`src/rtl/pe_pkg.sv`:
```
// Shared widths, weight-control decode and vector slice helpers for the
// weight-stationary PE row and its MAC stages.
package pe_pkg;

  localparam int DEF_N         = 8;
  localparam int DEF_DATA_BW   = 8;
  localparam int DEF_WEIGHT_BW = 8;

  typedef enum logic [1:0] {
    WOP_NONE,
    WOP_LOAD,
    WOP_COMMIT
  } wop_e;

  // Wide enough that an n-term dot product of full-scale operands cannot overflow.
  function automatic int acc_bw(input int data_bw, input int weight_bw, input int n);
    return data_bw + weight_bw + $clog2(n);
  endfunction

  function automatic int data_lsb(input int k, input int data_bw);
    return k * data_bw;
  endfunction

  function automatic int weight_lsb(input int k, input int weight_bw);
    return k * weight_bw;
  endfunction

endpackage

```
`src/rtl/pe_mac_ws.sv`:
```
// One weight-stationary MAC stage: holds its active weight, adds its signed
// product into the incoming partial sum and forwards psum/valid/data downward.
module pe_mac_ws
  import pe_pkg::*;
#(
  parameter int DATA_BW   = DEF_DATA_BW,
  parameter int WEIGHT_BW = DEF_WEIGHT_BW,
  parameter int ACC_BW    = acc_bw(DEF_DATA_BW, DEF_WEIGHT_BW, DEF_N)
) (
  input  logic                 clk,
  input  logic                 rst,
  input  logic [DATA_BW-1:0]   din_i,
  input  logic                 valid_i,
  input  logic [ACC_BW-1:0]    psum_i,
  input  logic [WEIGHT_BW-1:0] w_i,
  input  logic                 w_en_i,
  output logic [ACC_BW-1:0]    psum_o,
  output logic                 valid_o,
  output logic [DATA_BW-1:0]   df_o
);

  localparam int PROD_BW = DATA_BW + WEIGHT_BW;

  logic [WEIGHT_BW-1:0]      w_q;
  logic [ACC_BW-1:0]         psum_q;
  logic [ACC_BW-1:0]         psum_d;
  logic                      valid_q;
  logic [DATA_BW-1:0]        df_q;
  logic signed [PROD_BW-1:0] prod;

  always_comb begin
    prod   = PROD_BW'($signed(din_i)) * PROD_BW'($signed(w_q));
    psum_d = psum_i + {{(ACC_BW-PROD_BW){prod[PROD_BW-1]}}, prod};
  end

  // psum only advances on valid samples so the row output holds between results.
  always_ff @(posedge clk) begin
    if (rst) begin
      w_q     <= '0;
      psum_q  <= '0;
      valid_q <= 1'b0;
      df_q    <= '0;
    end else begin
      if (w_en_i) w_q <= w_i;
      valid_q <= valid_i;
      df_q    <= valid_i ? din_i : '0;
      if (valid_i) psum_q <= psum_d;
    end
  end

  assign psum_o  = psum_q;
  assign valid_o = valid_q;
  assign df_o    = df_q;

endmodule

```
`src/rtl/pe_row_ws.sv`:
```
// Weight-stationary PE row: input skew, N chained MAC stages, and a
// double-buffered serial weight loader with a commit handshake.
module pe_row_ws
  import pe_pkg::*;
#(
  parameter int N         = DEF_N,
  parameter int DATA_BW   = DEF_DATA_BW,
  parameter int WEIGHT_BW = DEF_WEIGHT_BW,
  parameter int ACC_BW    = acc_bw(DATA_BW, WEIGHT_BW, N)
) (
  input  logic                   clk,
  input  logic                   rst,
  input  logic [N*DATA_BW-1:0]   din,
  input  logic                   din_valid,
  input  logic [ACC_BW-1:0]      psum_in,
  input  logic [WEIGHT_BW-1:0]   w_in,
  input  logic                   w_load,
  input  logic                   w_commit,
  output logic                   w_full,
  output logic                   w_ready,
  output logic                   w_err,
  output logic [N*DATA_BW-1:0]   df_out,
  output logic [ACC_BW-1:0]      result,
  output logic                   result_valid
);

  localparam int                CNT_BW   = $clog2(N + 1);
  localparam logic [CNT_BW-1:0] CNT_FULL = CNT_BW'(N);

  logic [N*WEIGHT_BW-1:0] shadow_q, shadow_d;
  logic [CNT_BW-1:0]      count_q, count_d;
  logic                   err_q, err_d;
  wop_e                   wop;
  logic [N-1:0]           valid_w;
  logic [ACC_BW-1:0]      psum_w [N];

  assign w_full  = (count_q == CNT_FULL);
  assign w_ready = w_full & ~(|valid_w) & ~din_valid;
  assign w_err   = err_q;

  // Commit has priority; a load in the same cycle as an accepted commit is dropped.
  always_comb begin
    wop      = WOP_NONE;
    err_d    = err_q;
    shadow_d = shadow_q;
    count_d  = count_q;
    if (w_commit) begin
      if (w_ready) begin
        wop     = WOP_COMMIT;
        count_d = '0;
        if (w_load) err_d = 1'b1;
      end else begin
        err_d = 1'b1;
      end
    end
    if (w_load && (wop != WOP_COMMIT)) begin
      if (w_full) begin
        err_d = 1'b1;
      end else begin
        wop      = WOP_LOAD;
        shadow_d = {w_in, shadow_q[N*WEIGHT_BW-1:WEIGHT_BW]};
        count_d  = count_q + CNT_BW'(1);
      end
    end
  end

  always_ff @(posedge clk) begin
    if (rst) begin
      shadow_q <= '0;
      count_q  <= '0;
      err_q    <= 1'b0;
    end else begin
      shadow_q <= shadow_d;
      count_q  <= count_d;
      err_q    <= err_d;
    end
  end

  for (genvar k = 0; k < N; k++) begin : g_pe
    logic [DATA_BW-1:0] din_k;
    logic [ACC_BW-1:0]  psum_k;
    logic               valid_k;

    if (k == 0) begin : g_head
      assign din_k   = din[data_lsb(0, DATA_BW) +: DATA_BW];
      assign psum_k  = psum_in;
      assign valid_k = din_valid;
    end else begin : g_tail
      // Element k is delayed k cycles so it meets the partial sum at stage k.
      logic [DATA_BW-1:0] skew_q [k];

      always_ff @(posedge clk) begin
        if (rst) begin
          for (int i = 0; i < k; i++) skew_q[i] <= '0;
        end else begin
          skew_q[0] <= din[data_lsb(k, DATA_BW) +: DATA_BW];
          for (int i = 1; i < k; i++) skew_q[i] <= skew_q[i-1];
        end
      end

      assign din_k   = skew_q[k-1];
      assign psum_k  = psum_w[k-1];
      assign valid_k = valid_w[k-1];
    end

    pe_mac_ws #(
      .DATA_BW  (DATA_BW),
      .WEIGHT_BW(WEIGHT_BW),
      .ACC_BW   (ACC_BW)
    ) u_mac (
      .clk    (clk),
      .rst    (rst),
      .din_i  (din_k),
      .valid_i(valid_k),
      .psum_i (psum_k),
      .w_i    (shadow_q[weight_lsb(k, WEIGHT_BW) +: WEIGHT_BW]),
      .w_en_i (wop == WOP_COMMIT),
      .psum_o (psum_w[k]),
      .valid_o(valid_w[k]),
      .df_o   (df_out[data_lsb(k, DATA_BW) +: DATA_BW])
    );
  end

  assign result       = psum_w[N-1];
  assign result_valid = valid_w[N-1];

endmodule

```
`config.mk`:
```
export PLATFORM = sky130hd
export DESIGN_NAME = pe_row_ws
export DESIGN_NICKNAME = d
export VERILOG_FILES = /design/src/rtl/pe_pkg.sv /design/src/rtl/pe_mac_ws.sv /design/src/rtl/pe_row_ws.sv
export SDC_FILE = /design/constraint.sdc
export NUM_CORES = 2
export LEC_CHECK = 0
export BUFFER_PORTS_ARGS = -buffer_cell sky130_fd_sc_hd__buf_2
export CORE_MARGIN = 2
export CORE_UTILIZATION = 45
export DETAILED_ROUTE_END_ITERATION = 8
export PLACE_DENSITY = 0.59
export REMOVE_ABC_BUFFERS = 1
export SETUP_SLACK_MARGIN = 0.2
export SLEW_MARGIN = 10
export SYNTH_ARGS = -nofsm -noshare
export SYNTH_HDL_FRONTEND = slang
export SYNTH_SLANG_ARGS = --single-unit
```
`constraint.sdc`:
```
create_clock -name clk -period 8 [get_ports clk]
set_clock_uncertainty 0.15 [all_clocks]
set_input_delay 0.4 -clock clk [delete_from_list [all_inputs] [get_ports clk]]
set_output_delay 0.4 -clock clk [all_outputs]
set_load 0.01 [all_outputs]
```
======== Word level (Yosys, flattened, before mapping) ========
Memory sizes are Yosys's and may differ from the RTL's.
Index checks and enable logic that the tools add are counted.
operators by class
  add/sub/neg operators ................... 9
  multiply operators ...................... 8
  equality and inequality tests ........... 3
  mux-type cells .......................... 45
  bitwise operators ....................... 39
  reductions and logical operators ........ 12
operators with widths
  cell                                                            number
  8-bit 2-to-1 mux                                                28
  19-bit adder                                                    8
  8-bit by 8-bit multiplier with 16-bit output                    8
  1-bit bitwise OR                                                27
  4-bit 2-to-1 mux                                                4
  2-bit OR reduction                                              8
  8-bit OR reduction                                              2
  1-bit NOT                                                       10
  1-bit 2-to-1 mux                                                9
  2-bit 2-to-1 mux                                                4
  4-bit by 1-bit adder with 4-bit output (second input constant)  1
  4-bit equality test (second input constant)                     1
  1-bit bitwise AND                                               2
  2-bit equality test (second input constant)                     1
  2-bit inequality test (second input constant)                   1
  2-bit AND reduction                                             1
  1-bit logical AND                                               1
storage, ports and cells
  register bits after elaboration ......... 357
  RAM bits ................................ 224
  input port bits ......................... 96
  output and inout bits ................... 87
  logic and storage cells ................. 158
  memories kept ........................... 7
memory list
  name                   depth  width  read ports  clocked after memory_dff  write ports  RTL line         RTL
  g_pe[7].g_tail.skew_q  7      8      7           0                         7            pe_row_ws.sv:90  logic [DATA_BW-1:0] skew_q [k];
  g_pe[6].g_tail.skew_q  6      8      6           0                         6            pe_row_ws.sv:90
  g_pe[5].g_tail.skew_q  5      8      5           0                         5            pe_row_ws.sv:90
  g_pe[4].g_tail.skew_q  4      8      4           0                         4            pe_row_ws.sv:90
  g_pe[3].g_tail.skew_q  3      8      3           0                         3            pe_row_ws.sv:90
  g_pe[2].g_tail.skew_q  2      8      2           0                         2            pe_row_ws.sv:90
  1 more memories        -      -      -           -                         -            -

======== Longest topological paths before layout ========
  depth in word-level cells ............... 10
  depth in mapped cells ................... 30
  depth with buffers taken out ............ 29

======== Hierarchy ========
From an unflattened synthesis, not the netlist that was laid out.
unflattened totals
  cell total of the unflattened synthesis .. 4,898
  area total of the unflattened synthesis .. 45,676.3 um2
by module, submodules not included
  module                          instances  cells each  area each (um2)  sequential area each (um2)
  pe_mac_ws at g_pe[0].u_mac ...  3          514         4,621.9          720.7
  pe_mac_ws at g_pe[3].u_mac ...  2          511         4,613.2          720.7
  pe_row_ws                       1          798         8,705.8          5,865.6
  pe_mac_ws at g_pe[7].u_mac      1          517         4,645.7          720.7
  pe_mac_ws at g_pe[5].u_mac      1          510         4,621.9          720.7
  pe_mac_ws at g_pe[6].u_mac      1          509         4,610.7          720.7

======== Worst setup path after synthesis ========
No wires, ideal clock.
  path type ............................... register to register
  start point ............................. memory g_pe[1].g_tail.skew_q[0][7] (netlist name)
  end point ............................... register g_pe[1].u_mac.psum_q[18]
  library setup time ...................... 0.138 ns
  arrival time ............................ 5.848 ns
  data required time ...................... 7.712 ns
  slack ................................... 1.864 ns
  stages on the path, launching flop included .. 28
  path buffers ............................ 1
  clock period less this slack ............ 6.136 ns
  cell sequence ........................... dfxtp_1 -> clkbuf_1 -> and2_1 -> fa_1 -> inv_1 -> fa_1 -> inv_1 -> fa_1 -> inv_1 -> fa_1 -> inv_1 -> ha_1 -> o21a_1 -> a21oi_1 -> o21ai_0 -> a21o_1 -> a41oi_1 -> nand2b_1 -> xor2_1 -> ha_1 -> and4_1 -> a21oi_1 -> o21ai_0 -> a2111o_1 -> a31o_2 -> a21oi_1 -> xor2_1 -> o221ai_1
between the ends
  word-level cells in the longest chain between the ends .. 3
ends and longest elaborated chain
  what                                          RTL line         RTL
  start, declared                               pe_row_ws.sv:90
  memory 1 x 8 bit                              -
  8-bit by 8-bit multiplier with 16-bit output  pe_mac_ws.sv:32  prod = PROD_BW'($signed(din_i)) * PROD_BW'($signed(w_q));
  19-bit adder                                  pe_mac_ws.sv:33  psum_d = psum_i + {{(ACC_BW-PROD_BW){prod[PROD_BW-1]}}, prod};
  end signal, assigned                          pe_mac_ws.sv:47  if (valid_i) psum_q <= psum_d;
  end, declared                                 pe_mac_ws.sv:25  logic [ACC_BW-1:0] psum_q;
Every way passes these cells.
A chain may end at the register's enable or synchronous reset.

======== Final worst setup path ========
  start point ............................. input port din[5]
  end point ............................... register g_pe[0].u_mac.psum_q[18]
between the ends
  word-level cells in the longest chain between the ends .. 2
ends and longest elaborated chain
  what                                          RTL line         RTL
  start, declared                               pe_row_ws.sv:13  input logic [N*DATA_BW-1:0] din,
  8-bit by 8-bit multiplier with 16-bit output  pe_mac_ws.sv:32
  19-bit adder                                  pe_mac_ws.sv:33
  end signal, assigned                          pe_mac_ws.sv:47
  end, declared                                 pe_mac_ws.sv:25
Every way passes these cells.

==> impl_metrics.yaml <==
outcome:
  status: "finished, final reports clean"
critical_path:
  r2r_cells: 27
  cp.arrival_ps: 6840
  r2r_start: "g_pe[1].g_tail.skew_q[0][5]"
  end_kind: "flip-flop"
  crit_type: "in -> reg"
  r2r_slack_ps: 1490
  critPathMaxFanout: 9
  critical_path.startpoint_type: "input port"
  crit_required_ps: 8320
  r2r-end: "g_pe[1].u_mac.psum_o[18]"
floorplanning:
  std_cell_rows: 114
  start_util: 0.4542
  dieArea_um2: 100300
  fp.coreArea_um2: 96850
  die_y_um: 316.7
  ios: 183
  die_w_um: 316.7
logic_synthesis:
  syn_inst: 4810
  ys.flop_type: "dfxtp_1"
  ys_warn_count: 0
  synth_edf_count: 0
  async_reset_ff_frac: 0
  ys_ff_latch: 581
  ys_types: 68
  syn_area_per_cell_um2: 9.145
  synth_area_um2: 43990
  ys_seq_area_frac: 0.2644
cts:
  numClockSinks: 581
  cts_tree: "done"
  cts_root_buffer: "clkbuf_16"
  cts-resized-gates: 0
  worst_skew_pair.late_latency_ps: 640
  numCtsBuffers: 69
  clockBufferDepth: 3
  h-tree-depth: 3
  clkTransAtPathRegs_ps: 50
power_and_ir_drop:
  power_density_nw_per_um2: 133.0
  ir_drop_uv: 150.3
  cellLeakagePower_uw: 0.02386
detailed_routing:
  wl_per_cell_um: 16.10
  antenna_left: 0
  viasPerCell: 4.928
  drc: 0
  wl_um: 102200
  dr.pass1.iters: 5
  drtIter0Drc: 1542
  vias: 31280
final_layout:
  utilization: 0.5087
  drive_above_1_share: 0.06784
  areaGrowthSynthToFinish_pct: 12.00
  antenna_cells: 0
  nets: 5946
  fin_cells: 6347
global_routing:
  grt_pass1_vias: 31460
  antenna_found_initial: 1
  track_usage: 0.2092
  gr-total-overflow: 0
  grt_max_degree: 184
  grt_pass1_wl_um: 166800
timing:
  tns_ps: 0
  fin_crit_ps: 6520
  tightestPinTransition_ps: 1175
  rsz0062_at_grt: "no"
  setup_viol: 0
  slew_headroom: 0.2156
  slew_violations: 0
  finalHoldViolCount: 0
  fmax_ghz: 0.1534
  fin_crit_sh: 0.8150
placement:
  routabilityCongestion: 0.8870
  port-buffer-count: 182
  hpwl_um: 79230
  dp_cells: 6148
hold_path:
  hold_path.class: "in -> reg"
  hp-start: "rst"
  hold_path_end: "g_pe[0].u_mac.psum_o[9]"
  hold_path_depth: 2
job:
  drv_cap: 0
-- sequential cells by signal, indices dropped and copies added (netlist names), named ones only --
name and cells:
count_q 3, g_pe.g_tail.skew_q 224, g_pe.u_mac.df_o 64, g_pe.u_mac.psum_o 152
g_pe.u_mac.valid_o 8, g_pe.u_mac.w_q 64, shadow_q 64, w_err 1
-- worst max-delay path, stage by stage --
cell and delay [ps]:
dlygate4sd3_1 530, buf_2 170, and2_1 190, fa_1 540, inv_1 60, fa_1 580
inv_1 70, fa_1 480, inv_1 50, fa_1 480, inv_1 40, ha_1 310
o21ai_0 100, o21bai_1 100, a21o_1 180, a21oi_1 200, o21ai_0 170, o41ai_1 320
xnor2_1 370, ha_1 430, and3_1 200, a211o_1 290, a21oi_1 170, xor2_1 250
o221ai_1 150
-- cells in the final DEF (no fill, tap or decap), types with 9 or more instances in the layout --
cell and count:
a211o_1 20, a211oi_1 43, a21o_1 78, a21oi_1 293, a31oi_1 16, and2_1 413, and3_1 12, buf_2 181
buf_4 15, clkbuf_1 10, clkbuf_16 69, clkbuf_8 9, dfxtp_1 581, dlygate4sd3_1 73, fa_1 448, ha_1 386
inv_1 718, mux2i_1 111, nand2_1 430, nand2b_1 31, nand3_1 29, nand4_1 11, nor2_1 220, nor2b_1 287
nor3_1 40, nor3b_1 10, o21a_1 18, o21ai_0 68, o21bai_1 49, or3_1 13, xnor2_1 194, xor2_1 53
-- where the power goes --
| group | internal [uW] | switching (uW) |
|---|---|---|
| sequential | 2950 | 39.1 |
| combinational | 103 | 136 |
| clock | 1970 | 1360 |
-- through the flow --
stage	area, um2	hold slack (ps)	power [uW]	setup slack (ps)
after floorplan	43470	263.8	3130	1947
after global placement	46130	266.2	3260	1436
after detailed placement	46130	270.4	3263	1385
after CTS	49260	29.08	6647	1472
after global routing	49260	70.16	6775	1063
final	49260	63.66	6554	1480
-- cell usage after synthesis, drive strengths merged, types with 8 or more instances --
master,n,share of area
nor3,40,0.0046
o211ai,8,0.0014
ha,386,0.11
xor2,53,0.011
mux2,8,0.0020
dfxtp,581,0.26
a21o,78,0.013
o21ai,68,0.0077
nand2b,32,0.0046
or3,13,0.0018
a21oi,293,0.033
o21a,18,0.0031
nor2b,287,0.041
and2,414,0.059
nand4,11,0.0016
nor3b,10,0.0017
a211oi,43,0.0073
nand3,29,0.0033
nor2,221,0.019
clkbuf,114,0.0097
buf,22,0.0021
mux2i,111,0.025
nand2,431,0.037
and3,12,0.0017
o21bai,49,0.0084
a31oi,16,0.0023
a211o,20,0.0040
inv,719,0.061
fa,448,0.20
xnor2,194,0.039
-- per-layer routing --
metal / wire (um) / vias up / GRT usage
met5: 0 / - / 0
met4: 3272 / 0 / 0.06861
met3: 3828 / 152 / 0.03277
met2: 46750 / 455 / 0.3391
met1: 48320 / 15010 / 0.2859
li1: - / 15660 / -
-- cells by family (layout without fill, tap and decap cells) --
kind of cell,Yosys count,in the layout,share of synthesized area
simple gates,1518,1518,0.1778
buf+inv,857,1118,0.07336
fa+ha+maj,834,834,0.3137
compound gates,653,653,0.09373
flops,581,581,0.2644
xor+xnor,248,248,0.04969
mux,119,119,0.02731
-- cell type report --
type	instances	area, um2
timing repair buffer	271	1784
inverter	721	2706
clock buffer	88	1888
multi-input combinational	3372	29140
fill	9153	47590
sequential	581	11630
clock inverter	38	515.5
tap	1276	1597
-- worst max path at each step --
stage / slack (ps) / depth (start not counted) / from / end
4_1_cts: 1470 / 25 / din[5] / g_pe[0].u_mac.psum_o[18]
3_3_place_gp: 1440 / 27 / din[5] / g_pe[0].u_mac.psum_o[18]
6_report: 1480 / 25 / din[5] / g_pe[0].u_mac.psum_o[18]
5_1_grt: 1060 / 28 / g_pe[3].g_tail.skew_q[0][17] / g_pe[3].u_mac.psum_o[18]
2_1_floorplan: 1950 / 26 / g_pe[1].g_tail.skew_q[0][5] / g_pe[1].u_mac.psum_o[18]
3_5_place_dp: 1390 / 24 / din[5] / g_pe[0].u_mac.psum_o[18]
-- timing repair --
action,in CTS,in global routing
hold buffers,73,0
endpoints found under the setup margin,0,0
setup buffers,0,0
endpoints found under the hold margin,73,0
Power figures use the tool's default switching activity.
